<file path="src/rtl/rst_req_ctrl.sv">
// Reset-request initiator: merges SW/WDT/button requests into one active-low pulse toward the reset
// generator, waits for its release and then holds off. Optional release timeout: RSTREQ_TIMEOUT_EN.
module rst_req_ctrl #(
   parameter int PULSE_W  = 16,
   parameter int DEBOUNCE = 1000,
   parameter int HOLDOFF  = 64,
   parameter int TIMEOUT  = 4096
) (
   input  logic       CLK,
   input  logic       RST,
   input  logic       REQ_SW,
   input  logic       REQ_WDT,
   input  logic       REQ_BTN,
   input  logic       RST_DONE_I,
   output logic       RST_REQ_X_O,
   output logic       BUSY,
   output logic [2:0] CAUSE,
   output logic [7:0] REQ_CNT,
   output logic       ERR
);

   localparam int MAX_AB = (PULSE_W > HOLDOFF) ? PULSE_W : HOLDOFF;
   localparam int MAX_CD = (DEBOUNCE > TIMEOUT) ? DEBOUNCE : TIMEOUT;
   localparam int MAX_P  = (MAX_AB > MAX_CD) ? MAX_AB : MAX_CD;
   localparam int CW     = $clog2(MAX_P) + 1;

   typedef enum logic [1:0] {S_IDLE, S_ASSERT, S_WAIT_REL, S_HOLDOFF} state_t;

   state_t          state, state_n;
   logic            btn_meta, btn_sync, btn_fired, btn_evt;
   logic [CW-1:0]   deb_cnt;
   logic [CW-1:0]   cnt;
   logic [2:0]      req_vec, pending, cause_acc;
   logic            seen_low, rel_ok, timeout_hit;

   // Button is asynchronous: synchronise, then require DEBOUNCE steady high samples for one event
   always_ff @(posedge CLK) begin
      if (RST) begin
         btn_meta  <= 1'b0;
         btn_sync  <= 1'b0;
         btn_fired <= 1'b0;
         btn_evt   <= 1'b0;
         deb_cnt   <= '0;
      end else begin
         btn_meta <= REQ_BTN;
         btn_sync <= btn_meta;
         btn_evt  <= 1'b0;
         if (!btn_sync) begin
            deb_cnt   <= '0;
            btn_fired <= 1'b0;
         end else if (!btn_fired) begin
            if (deb_cnt == CW'(DEBOUNCE - 1)) begin
               btn_evt   <= 1'b1;
               btn_fired <= 1'b1;
            end else begin
               deb_cnt <= deb_cnt + CW'(1);
            end
         end
      end
   end

   assign req_vec = {btn_evt, REQ_WDT, REQ_SW};
   assign rel_ok  = seen_low && RST_DONE_I;

`ifdef RSTREQ_TIMEOUT_EN
   logic [CW-1:0] to_cnt;

   assign timeout_hit = (to_cnt == CW'(TIMEOUT - 1));

   // Sticky error when the generator never releases within TIMEOUT WAIT_REL cycles
   always_ff @(posedge CLK) begin
      if (RST) begin
         to_cnt <= '0;
         ERR    <= 1'b0;
      end else if (state == S_WAIT_REL) begin
         to_cnt <= to_cnt + CW'(1);
         if (timeout_hit && !rel_ok)
            ERR <= 1'b1;
      end else begin
         to_cnt <= '0;
      end
   end
`else
   assign timeout_hit = 1'b0;
   assign ERR         = 1'b0;
`endif

   always_ff @(posedge CLK) begin
      if (RST)
         state <= S_IDLE;
      else
         state <= state_n;
   end

   always_comb begin
      state_n = state;
      case (state)
         S_IDLE:     if ((|pending) || (|req_vec)) state_n = S_ASSERT;
         S_ASSERT:   if (cnt == '0) state_n = S_WAIT_REL;
         S_WAIT_REL: if (rel_ok || timeout_hit) state_n = S_HOLDOFF;
         S_HOLDOFF:  if (cnt == '0) state_n = S_IDLE;
         default:    state_n = S_IDLE;
      endcase
   end

   always_comb begin
      RST_REQ_X_O = (state != S_ASSERT);
      BUSY        = (state != S_IDLE);
   end

   // Requests outside ASSERT are deferred into pending; inside ASSERT they merge into the current service
   always_ff @(posedge CLK) begin
      if (RST) begin
         pending   <= '0;
         cause_acc <= '0;
         cnt       <= '0;
         seen_low  <= 1'b0;
         CAUSE     <= '0;
         REQ_CNT   <= '0;
      end else begin
         if (state != S_ASSERT)
            pending <= pending | req_vec;
         case (state)
            S_IDLE: begin
               if (state_n == S_ASSERT) begin
                  cause_acc <= pending | req_vec;
                  pending   <= '0;
                  cnt       <= CW'(PULSE_W - 1);
                  seen_low  <= 1'b0;
               end
            end
            S_ASSERT: begin
               cause_acc <= cause_acc | req_vec;
               if (!RST_DONE_I) seen_low <= 1'b1;
               if (cnt != '0) cnt <= cnt - CW'(1);
            end
            S_WAIT_REL: begin
               if (!RST_DONE_I) seen_low <= 1'b1;
               if (state_n == S_HOLDOFF) begin
                  CAUSE <= cause_acc;
                  if (REQ_CNT != 8'hFF) REQ_CNT <= REQ_CNT + 8'd1;
                  cnt <= CW'(HOLDOFF - 1);
               end
            end
            S_HOLDOFF: begin
               if (cnt != '0) cnt <= cnt - CW'(1);
            end
            default: ;
         endcase
      end
   end

endmodule

</file>
<file path="config.mk">
export PLATFORM = sky130hd
export DESIGN_NAME = rst_req_ctrl
export DESIGN_NICKNAME = d
export VERILOG_FILES = /design/src/rtl/rst_req_ctrl.sv
export SDC_FILE = /design/constraint.sdc
export NUM_CORES = 1
export LEC_CHECK = 0
export CAP_MARGIN = 10
export CORE_ASPECT_RATIO = 1.25
export CORE_MARGIN = 1.5
export CORE_UTILIZATION = 58
export DETAILED_ROUTE_END_ITERATION = 6
export HOLD_SLACK_MARGIN = 0.03
export PLACE_DENSITY = 0.79
export SLEW_MARGIN = 30
export SYNTH_ARGS = -nofsm -noshare
export SYNTH_HDL_FRONTEND = slang
export SYNTH_SLANG_ARGS = --single-unit
export TNS_END_PERCENT = 100
</file>
<file path="constraint.sdc">
create_clock -name CLK -period 3.4 [get_ports CLK]
set_input_delay 0.51 -clock CLK [delete_from_list [all_inputs] [get_ports CLK]]
set_output_delay 0.51 -clock CLK [all_outputs]
set_load 0.05 [all_outputs]
</file>
==> impl_metrics.toml, run 1 <==
[outcome]
status = "completed"

[placed_design]
io_buffer_count = 18
gp_congestion = 0.933
dpl.hpwl_mm = 3.71
place_inst = 362

[sta]
finalHoldViolCount = 0
layout_min_cycle_time_ns = 3.04
period_share_pct = 89.4
fmax_mhz = 329
worstMarginPinSlew_ns = 0.633
max_slew_margin_pct = 57.7
tns_ns = 0
fin_skew_ns = 0.0127
rsz0062_at_grt = "false"
slew_viol_final = 0
final-setup-viol-count = 0

[yosys]
synthesis.instances = 298
synth.top_cells.by_count = "dfxtp_1 (50), nor2_1 (43), a21oi_1 (21)"
yosysTopAreaCell = "dfxtp_1"
yosysSeqAreaShare_pct = 39.1
ys_ff_latch = 50
ys_warn_count = 0
syn_nets = 313
yosysMostFrequentCell = "dfxtp_1"
ys_types = 49
ys_async_sr_fraction_pct = 0
ys_top_cells_by_area = "dfxtp_1 (39%), nor2_1 (6.3%), xor2_1 (4.5%), ha_1 (4.4%), a21oi_1 (4.1%)"
synthFlopType = "dfxtp_1"
synth-edff-count = 0
synth_area_per_cell_um2 = 8.58
syn_area_um2 = 2560
synth_top_cell_area_share_pct = 39.1

[worst_setup_path]
cp.required_ns = 3.63
rr_worst_depth = 9
path_class = "reg -> reg"
cp_max_fo = 18
reg2reg_slack_ns = 0.36
cp-end-kind = "flop"
r2r_end = "cnt[10]"
reg2reg_from = "state[0]"
worstSetupStartpointType = "flop"
critical_path_arrival_ns = 3.27

[floorplanning]
ios = 20
initial_core_util_pct = 61.4
die_h_um = 77.2
fp.coreArea_um2 = 4160
die_w_um = 62.4
die-area_um2 = 4820
rows = 26

[worst_hold_path]
hp-class = "reg -> reg"
holdPathStages = 1
hold_start = "btn_fired"
hold_end = "btn_evt"

[clocking]
clk_pin_slew_ns = 0.10
cts_tree = "yes"
cts_buffers = 5
cts_max_path_buffers = 2
insertion_delay_ns = 0.31
clock_sinks = 50
htreeDepth = 2
post_cts_buffers = 0
root_buffer = "clkbuf_8"

[detailed_routing]
dr.pass1.iters = 4
drt_wl_total_mm = 5.17
num_vias = 2188
via_per_inst = 5.91
ant_nets = 0
first_iter_violations = 152
drc = 0
wl_per_cell_um = 14.0

[finish]
area_growth_pct = 12.9
multi_input_area_um2 = 1470
finalNonFillerCells = 370
regArea_um2 = 1000
diodes = 0
drive_above_1_share_pct = 7.64
nFillCells = 367
nNetsFinal = 328

[power]
finalPower_w = 0.00268
p_per_area_nw_per_um2 = 928
p_leak_nw = 1.07
max-vdd-ir-drop_mv = 0.576

[grt]
grtUsageTotal_pct = 22.8
antenna_found_initial = 0
grt_pass1_wl_mm = 9.00
grt.overflow.total = 0
grt_max_degree = 19
grt_pass1_vias = 2020

[flow_run]
drv_cap = 0
[worst max-delay path, cell delays in order, from the launching register on]
cell      delay, ns
dfxtp_1        0.35
clkinv_1       0.29
ha_1           0.45
and4b_1        0.35
o22ai_1        0.12
o21bai_1       0.27
a21oi_2        0.12
o21ba_2        0.32
or4_1          0.53
a21oi_1        0.16
[registers in the layout (all words and copies together) (netlist names)]
name,flops
deb_cnt,13
btn_fired,1
cnt,13
seen_low,1
REQ_CNT,8
pending,3
btn_sync,1
cause_acc,3
btn_evt,1
CAUSE,3
state,2
btn_meta,1
[metrics by stage]
step	util (%)	hold slack, ns	area (um2)	setup WS [ns]
after floorplan	-	0.414	2560	0.410
after global placement	66.6	0.445	2770	0.101
after detailed placement	66.6	0.448	2770	-0.000113
after CTS	69.3	0.460	2890	0.234
after global routing	69.3	0.492	2890	0.131
final	69.3	0.457	2890	0.359
[report_power, final]
group | total, W | switching, W | internal [W]
Combinational | 0.00147 | 0.000944 | 0.000523
Clock | 0.000420 | 0.000199 | 0.000221
Sequential | 0.000794 | 0.000101 | 0.000693
[layout by cell type, fill, tap and decap left out, types with 2 or more instances in the layout]
master and instances:
nor4b_1 2, buf_4 4, nor2_1 43, or3_1 4, a31oi_1 3, o21bai_1 2, nand4_1 5, mux2i_1 5
o21ai_0 7, o21ba_2 2, o31ai_1 6, nand2b_1 4, o41ai_1 3, nand3_1 16, dfxtp_1 50, nor3_1 15
a211oi_1 3, or4_1 5, nor2b_1 7, xor2_1 13, and3_1 5, inv_1 6, a21oi_1 21, nand3b_1 6
nor4_1 9, clkbuf_8 5, nand2_1 10, ha_1 9, clkdlybuf4s50_1 18, xnor2_1 5
[per-layer routing]
layer / GRT usage, % / up-vias / routed length, um
li1: - / 1109 / -
met1: 27.7 / 1027 / 2340
met2: 40.0 / 46 / 2600
met3: 4.11 / 6 / 176
met4: 8.89 / 0 / 50
met5: 0 / - / 0
[worst max-delay path by stage]
stage | from | endpoint | slack [ns] | depth (start not counted)
after floorplan | state[0] | cnt[10] | 0.41 | 12
after global placement | REQ_SW | cnt[11] | 0.10 | 8
after detailed placement | REQ_SW | cnt[10] | -0.0001 | 8
after CTS | cnt[0] | cnt[10] | 0.23 | 9
after global routing | state[0] | cnt[10] | 0.13 | 9
final | state[0] | cnt[10] | 0.36 | 9
[logic make-up (layout without fill, tap and decap cells)]
group / count (synthesis) / count (layout) / synth area share (%)
buffers and inverters: 21 / 37 / 3.77
and+or+nand+nor: 138 / 138 / 29.0
xor gates and xnor gates: 18 / 18 / 6.16
other: 1 / 1 / 0.147
adders and majority gates: 9 / 9 / 4.40
muxes: 5 / 5 / 1.96
AOI/OAI and AO/OA: 56 / 56 / 15.4
DFF: 50 / 50 / 39.1
[cell type report]
type,instances,area share [%]
Clock inverter,3,1.52
Timing Repair Buffer,22,7.28
Tap cell,56,2.43
Sequential cell,50,34.7
Multi-Input combinational cell,227,50.8
Clock buffer,5,2.38
Inverter,7,0.910
[what timing repair did]
| action | in CTS | in global routing |
|---|---|---|
| hold buffers | 0 | 0 |
| gates resized for setup | 0 | 1 |
| endpoints found under the setup margin | 0 | 6 |
Power figures use the tool's default switching activity.
==> run 2, diff against run 1 <==
Settings changed: GPL_ROUTABILITY_DRIVEN from default to 1.
==> results of run 2 <==
The final DEF is identical to that of run 1; final timing and power are the same.
